**src/rtl/regfile_wb.sv**
```systemverilog
// regfile_wb: integer register file with a pending-write scoreboard.
//
// It sits after the MEM/WB pipeline register. The writeback triple
// (RegWEn_wi, AddrD_wi, DataD_wi) commits to a 31-entry array (x1..x31).
// x0 is not stored: it always reads as zero, and writes to it are discarded.
// Two combinational read ports serve decode. Each register r also has a
// saturating pending counter pend[r], which counts in-flight writers. Decode
// uses Stall_o to hold on read-after-write hazards.
//
// Optional feature, selected by the macro REGFILE_BYPASS_EN:
//   defined   - write-first forwarding of the writeback data onto the read
//               ports, and a hazard on the last in-flight writer is released
//               in the same cycle as its writeback.
//   undefined - read ports return array contents only. A stall lasts until
//               the cycle after the final writeback edge.
//
// Issue/stall contract: decode may raise Issue_i in any cycle. The
// scoreboard only accepts the issue when Stall_o is low in that same cycle,
// so an issue attempted while stalled is dropped and decode must present it
// again. Writebacks are never back-pressured and always take effect.
module regfile_wb #(
    parameter int ADDR_W = 5,
    parameter int DATA_W = 32,
    parameter int PEND_W = 2
) (
    input  logic              clk_i,
    input  logic              rst_i,
    input  logic              RegWEn_wi,
    input  logic [ADDR_W-1:0] AddrD_wi,
    input  logic [DATA_W-1:0] DataD_wi,
    input  logic [ADDR_W-1:0] AddrA_i,
    input  logic [ADDR_W-1:0] AddrB_i,
    input  logic              UseA_i,
    input  logic              UseB_i,
    input  logic              Issue_i,
    input  logic [ADDR_W-1:0] AddrIss_i,
    input  logic              Flush_i,
    output logic [DATA_W-1:0] DataA_o,
    output logic [DATA_W-1:0] DataB_o,
    output logic              Stall_o,
    output logic              Ovf_o
);

    localparam int NREG = 1 << ADDR_W;
    localparam logic [PEND_W-1:0] PEND_MAX = '1;
    localparam logic [PEND_W-1:0] PEND_ONE = PEND_W'(1);

    // Storage for x1..x31. Index 0 does not exist.
    logic [DATA_W-1:0] regs [1:NREG-1];
    logic [PEND_W-1:0] pend [1:NREG-1];
    logic              ovf_q;

    // A writeback that really targets a stored register.
    logic              wb_hit;
    // An issue that the scoreboard accepts this cycle.
    logic              issue_ok;
    logic [NREG-1:1]   inc_vec;
    logic [NREG-1:1]   dec_vec;
    logic [PEND_W-1:0] iss_pend;
    logic              ovf_set;

    // Per-port lookups
    logic [PEND_W-1:0] pend_a;
    logic [PEND_W-1:0] pend_b;
    logic              fwd_a;
    logic              fwd_b;
    logic              haz_a;
    logic              haz_b;

    assign wb_hit   = RegWEn_wi && (AddrD_wi != '0);
    assign issue_ok = Issue_i && !Stall_o && (AddrIss_i != '0);

`ifdef REGFILE_BYPASS_EN
    // Forward the writeback onto a read port that addresses the register
    // being written in this cycle.
    assign fwd_a = wb_hit && (AddrD_wi == AddrA_i);
    assign fwd_b = wb_hit && (AddrD_wi == AddrB_i);
`else
    // No forwarding: read ports show array contents only.
    assign fwd_a = 1'b0;
    assign fwd_b = 1'b0;
`endif

    // Pending-count lookup for each read port. x0 is never pending.
    always_comb begin
        pend_a = '0;
        pend_b = '0;
        if (AddrA_i != '0) pend_a = pend[AddrA_i];
        if (AddrB_i != '0) pend_b = pend[AddrB_i];
    end

    // Read port A: zero for x0, forwarded data when bypassing, else the array.
    always_comb begin
        DataA_o = '0;
        if (AddrA_i != '0) begin
            if (fwd_a) DataA_o = DataD_wi;
            else       DataA_o = regs[AddrA_i];
        end
    end

    // Read port B: same selection as port A.
    always_comb begin
        DataB_o = '0;
        if (AddrB_i != '0) begin
            if (fwd_b) DataB_o = DataD_wi;
            else       DataB_o = regs[AddrB_i];
        end
    end

    // Hazard: a register is hazardous while it has any writer in flight.
    // The exception is the last writer whose data is being forwarded now.
    always_comb begin
        haz_a   = (pend_a != '0) && !(fwd_a && (pend_a == PEND_ONE));
        haz_b   = (pend_b != '0) && !(fwd_b && (pend_b == PEND_ONE));
        Stall_o = (UseA_i && haz_a) || (UseB_i && haz_b);
    end

    // Per-register increment/decrement requests for this cycle.
    always_comb begin
        inc_vec = '0;
        dec_vec = '0;
        for (int r = 1; r < NREG; r++) begin
            inc_vec[r] = issue_ok && (AddrIss_i == ADDR_W'(r));
            dec_vec[r] = wb_hit && (AddrD_wi == ADDR_W'(r));
        end
    end

    // Overflow: an accepted issue hits a saturated counter, and no writeback
    // to the same register cancels it.
    always_comb begin
        iss_pend = '0;
        if (AddrIss_i != '0) iss_pend = pend[AddrIss_i];
        ovf_set = issue_ok && (iss_pend == PEND_MAX)
                  && !(wb_hit && (AddrD_wi == AddrIss_i));
    end

    // Register array: commit the writeback. Reset clears it asynchronously.
    always_ff @(posedge clk_i or negedge rst_i) begin
        if (!rst_i) begin
            for (int r = 1; r < NREG; r++) regs[r] <= '0;
        end else if (wb_hit) begin
            regs[AddrD_wi] <= DataD_wi;
        end
    end

    // Scoreboard counters and sticky overflow. Flush overrides issue and
    // writeback here. The array write above is not affected by flush.
    always_ff @(posedge clk_i or negedge rst_i) begin
        if (!rst_i) begin
            for (int r = 1; r < NREG; r++) pend[r] <= '0;
            ovf_q <= 1'b0;
        end else if (Flush_i) begin
            for (int r = 1; r < NREG; r++) pend[r] <= '0;
        end else begin
            for (int r = 1; r < NREG; r++) begin
                if (inc_vec[r] && !dec_vec[r]) begin
                    if (pend[r] != PEND_MAX) pend[r] <= pend[r] + PEND_ONE;
                end else if (dec_vec[r] && !inc_vec[r]) begin
                    if (pend[r] != '0) pend[r] <= pend[r] - PEND_ONE;
                end
            end
            if (ovf_set) ovf_q <= 1'b1;
        end
    end

    assign Ovf_o = ovf_q;

endmodule

```
**config.mk**
```make
export PLATFORM = sky130hd
export DESIGN_NAME = regfile_wb
export DESIGN_NICKNAME = d
export VERILOG_FILES = /design/src/rtl/regfile_wb.sv
export SDC_FILE = /design/constraint.sdc
export NUM_CORES = 2
export LEC_CHECK = 0
export BUFFER_PORTS_ARGS = -buffer_cell sky130_fd_sc_hd__buf_2
export CAP_MARGIN = 15
export CORE_MARGIN = 2
export CORE_UTILIZATION = 25
export DETAILED_ROUTE_END_ITERATION = 12
export HOLD_SLACK_MARGIN = 0.1
export SLEW_MARGIN = 20
export SYNTH_ARGS = -nofsm -noshare
export SYNTH_HDL_FRONTEND = slang
export SYNTH_SLANG_ARGS = --single-unit
```
**constraint.sdc**
```tcl
create_clock -name clk_i -period 5 [get_ports clk_i]
set_clock_uncertainty 0.2 [all_clocks]
set_input_delay 1 -clock clk_i [delete_from_list [all_inputs] [get_ports clk_i]]
set_output_delay 1 -clock clk_i [all_outputs]
set_load 0.05 [all_outputs]
```
## Word level (Yosys, flattened, before mapping)

Cells that the tools add are included.

- Add/subtract/negate cells: 62
- Order comparisons: 5
- Eq/ne operators: 126
- Muxes and demuxes: 148
- Bitwise operators: 5
- Reductions and logical operators: 329

Operator list:

| cell | number |
|---|---|
| 992-bit bitwise mux | 1 |
| 32-bit binary-select mux with 5-bit select | 2 |
| 2-bit 2-to-1 mux | 133 |
| 32-bit 2-to-1 mux | 7 |
| 3-bit nonzero test | 62 |
| 32-bit demux with 5-bit select | 1 |
| 5-bit == test, second input constant | 32 |
| 1-bit logical AND | 133 |
| 3-bit by 2-bit inequality test with 1-bit output, second input constant | 31 |
| 3-bit AND reduction | 31 |
| 5-bit by 4-bit == test with 1-bit output, second input constant | 16 |
| 2-bit nonzero test | 33 |
| 1-bit logical NOT | 64 |
| 2-bit by 1-bit adder with 2-bit output, second input constant | 31 |
| 62-bit 2-to-1 mux | 1 |
| 2-bit inequality test, second input constant | 31 |
| 2-bit by 1-bit subtractor with 2-bit output, second input constant | 31 |
| 5-bit by 3-bit == test with 1-bit output, second input constant | 8 |
| 2-bit binary-select mux with 5-bit select | 3 |
| 6-bit greater-or-equal comparator, second input constant | 4 |
| 5-bit inverter with 6-bit output | 4 |
| 5-bit by 2-bit == test with 1-bit output, second input constant | 4 |
| 5-bit nonzero test | 4 |
| 5-bit by 1-bit == test with 1-bit output, second input constant | 2 |
| 6 further kinds | 6 |

- Register bits after elaboration: 1055
- Input bits: 59

## Depth between registers and ports, before layout

- Depth in word-level cells: 17
- Depth in mapped cells: 12

## Worst setup path after synthesis

OpenSTA, ideal clock, no wires.

- Kind: input -> output
- Start point: in AddrA_i[0]
- End point: out DataA_o[0]
- Arrival time: 3.377 ns
- Setup slack: 0.423 ns
- Stages on the path: 6
- Path buffers: 3
- Cell sequence: buf_2 > clkbuf_1 > buf_1 > mux4_2 > mux4_2 > mux2_2

- Longest elaborated chain between the ends: 5
- Elaborated cells between the ends (all ways): 6

RTL lines:

| item | RTL line | source |
|---|---|---|
| from (decl) | 31 | `input logic [ADDR_W-1:0] AddrA_i,` |
| 5-bit inverter with 6-bit output (implied by the code) | 97 | `else DataA_o = regs[AddrA_i];` |
| 32-bit binary-select mux with 5-bit select | 97 |  |
| 32-bit 2-to-1 mux (implied by the code) (2 in a row) | 97 |  |
| 32-bit 2-to-1 mux * | 95 | `if (AddrA_i != '0) begin` |
| to (decl) | 38 | `output logic [DATA_W-1:0] DataA_o,` |

Mark *: on every way between the ends. The rest lies on a longest branch, timed or not. The select of a mux whose other input is x is not followed.

## Worst setup path after layout

- Start point: in AddrA_i[0]
- End point: out DataA_o[30]

Same word-level chain as after synthesis.

==> impl_metrics.yaml <==
worst_setup_path:
  worstPathRequired_ns: 3.80
  max_stage_delay_ns: 0.54
  worst-path-max-fanout: 28
  cp.arrival_ns: 3.46
  critPathSlowestCell: "mux4_2"
  crit_path_cell_trace: "buf_8 -> buf_4 -> mux4_2 -> mux4_2 -> mux2_2 -> buf_2"
  path_class: "input pin to primary output"
  timing.critical_path.mode_cell: "mux4_2"
  setup.worst_path.start_class: "input pin"
  worst_setup_path_end_kind: "primary output"
sta:
  unrepaired_setup_endpoints_after_global_routing: "no"
  hold_violations: 0
  timing.final.setup_violations: 0
  timing.slew.headroom_pct: 21.1
  fmax_ghz: 0.215
  hold-worst-slack_ns: 0.296
  max_slew.worst_pin.slew_ns: 1.18
  timing.final.crit_period_ns: 4.66
  setup-tns-final_ns: 0
  timing.final.crit_share_pct: 93.2
  slew_viol_final: 0
place:
  gpl.final_weighted_congestion: 0.850
  hpwlAfterDp_um: 126000
  port-buffer-count: 124
power:
  total_leakage_power_nw: 29.1
  powerDensity_nw_per_um2: 386
  power.ir.vdd_worst_v: 0.000291
  p_int_mw: 18.1
  seq_power_share_pct: 43.8
  power.net_switching_mw: 7.61
  comb_power_share_pct: 22.5
  netSwitchingFraction_pct: 29.6
  share_clk_of_total_power_pct: 33.7
routing:
  post_drt_via_cell_ratio: 5.44
  drcViolationCount: 0
  detail_route.wl_per_cell_um: 26.7
  via_count: 42300
  drt_iter0_markers: 5182
  detail-route-antenna-nets: 0
  finalWirelength_um: 208000
  detailedRoute.firstPassIterationCount: 6
floorplan:
  initial_core_util_pct: 25.1
  ioPinCount: 125
  core_region_area_sq_um: 230000
  die_area_sq_um: 235000
  die_x_um: 485
  std_cell_rows: 176
  die_h_um: 485
cells_and_area:
  num-nets-final: 4720
  area_delta_synth_final_pct: 15.2
  drive_gt1_share_pct: 38.6
  layout.filler_cells: 23100
global_routing:
  total_overflow_reported_by_the_global_router: 0
  grt_use_met1_pct: 23.8
  global_routing_s_busiest_layer: "met2"
  met3_track_usage_gr_pct: 4.56
  first_global_vias: 42400
  grt_use_met2_pct: 26.3
  antenna_found_initial: 37
  grt_max_degree: 131
  global_route.usage.total_pct: 17.4
  wire_length_of_the_first_global_routing_pass_um: 303000
clocking:
  cts.root.buffer_cell: "clkbuf_16"
  cts_max_level: 3
  insertion_delay_ns: 0.75
  cts_sinks: 1055
  cts-buffers-inserted: 105
  cts_buffer_depth: 3
  clkSlewWorstSetupHoldPaths_ns: 0.06
  tritoncts_clock_tree: "yes"
  post_cts_gate_resize_count: 0
  cts.repair_timing.setup_buffer_count: 0
yosys:
  synth_fp_nets: 4742
  synth.yosys.warnings: 0
  post_synth_instance_area_sq_um: 57900
  syn-mean-instance-area_sq_um: 12.4
  syn_inst_count: 4683
  fraction_of_the_yosys_area_taken_by_sequential_cells_pct: 45.6
  commonest_register_cell_after_synthesis: "dfrtp_1"
  synth.ff_latch_count: 1055
  yosys.cell_types.count: 66
  ys_async_sr_fraction_pct: 100
  post_synth_edffs: 0
hold_path:
  holdCritPathClass: "flop to flop"
flow_run:
  drv_cap: 0
status:
  outcome: "finished clean"
registers in the layout (all words and copies together) (netlist names):
| register | count |
|---|---|
| Ovf_o | 1 |
| pend | 62 |
| regs | 992 |
power groups by stage:
stage | Combinational, mW | Sequential [mW] | Clock (mW)
after floorplan | 4.33 | 11.0 | 0
after global placement | 5.68 | 11.3 | 0
after detailed placement | 5.80 | 11.4 | 0
after CTS | 5.82 | 11.2 | 8.75
after global routing | 6.20 | 11.4 | 9.11
final | 5.79 | 11.3 | 8.66
layout make-up:
type | instances | area, sq um | area share, %
timing repair buffer | 307 | 2720 | 4.08
tap | 3026 | 3790 | 5.68
inverter | 11 | 46.3 | 0.0695
clock inverter | 45 | 631 | 0.946
multi-input combinational | 3181 | 30000 | 45.0
clock buffer | 148 | 3070 | 4.61
antenna | 1 | 2.50 | 0.00376
sequential | 1055 | 26400 | 39.6
critical path, delay by kind of cell:
kind	cells	cell delay [ns]
buffers and inverters	3	0.93
multiplexers	3	1.39
synthesized netlist by cell type, types with 15 or more instances:
cell	number	area (sq um)
mux4_2	585	13200
nand3_1	53	265
nand2_1	1291	4850
nor3_1	29	145
nor3b_1	15	113
buf_1	33	124
mux2i_1	39	390
nand4_1	15	93.8
a22o_1	39	342
clkbuf_1	354	1330
buf_2	44	220
a31oi_1	16	100
mux2_2	703	7920
o21ai_0	66	330
a21oi_1	75	375
dfrtp_1	1055	26400
nor2_1	106	398
per-stage QoR:
| step | setup WS, ns | instances | util (%) | instance area [sq um] | power, mW |
|---|---|---|---|---|---|
| floorplan | 0.423 | 4683 | - | 57900 | 15.3 |
| CTS | 0.317 | 7773 | 29.0 | 66600 | 25.8 |
| global route | 0.273 | 7773 | 29.0 | 66600 | 26.8 |
| finish | 0.340 | 7774 | 29.0 | 66600 | 25.7 |
| detailed placement | 0.323 | 7579 | 27.3 | 62900 | 17.2 |
| global placement | 0.345 | 7579 | 27.3 | 62900 | 16.9 |
routing by layer:
| metal | up-vias | wire length, um |
|---|---|---|
| met2 | 2394 | 92700 |
| met4 | 22 | 8140 |
| met1 | 22400 | 84900 |
| met5 | - | 138 |
| li1 | 17000 | - |
| met3 | 501 | 21900 |
timing repair:
action / in CTS / in global routing
hold buffers: 1 / 0
hold endpoints to repair: 33 / 0
setup endpoints to repair: 0 / 0
cells in the final DEF (no fill, tap or decap), types with 28 or more instances in the layout:
cell	n
buf_4	137
a22o_1	39
buf_2	111
mux4_2	585
buf_12	52
o21ai_0	66
mux2i_1	39
nand2_1	1267
nor3_1	28
nand3_1	53
nor2_1	85
dfrtp_1	1055
a21oi_1	75
clkbuf_16	109
mux2_2	703
kinds of logic (layout without fill, tap and decap cells):
family | Yosys count | in the layout | synth area share, %
and+or+nand+nor | 1577 | 1577 | 11.0
AOI/OAI and AO/OA | 272 | 272 | 3.10
xor gates and xnor gates | 4 | 4 | 0.0606
buffers and inverters | 447 | 511 | 3.04
DFF | 1055 | 1055 | 45.6
other | 0 | 1 | 0
muxes | 1328 | 1328 | 37.2
worst paths after layout:
| path | depth (start not counted) | slack (ns) | endpoint | from |
|---|---|---|---|---|
| max in group asynchronous | 4 | 2.64 | regs[538] | rst_i |
| min reg2reg | 2 | 0.30 | regs[414] | regs[414] |
| min in group asynchronous | 2 | 0.66 | regs[930] | rst_i |
| max reg2reg | 10 | 1.53 | pend[2] | pend[2] |
| min | 2 | 0.30 | regs[414] | regs[414] |
| max | 6 | 0.34 | DataA_o[30] | AddrA_i[0] |
Power figures use the tool's default switching activity.
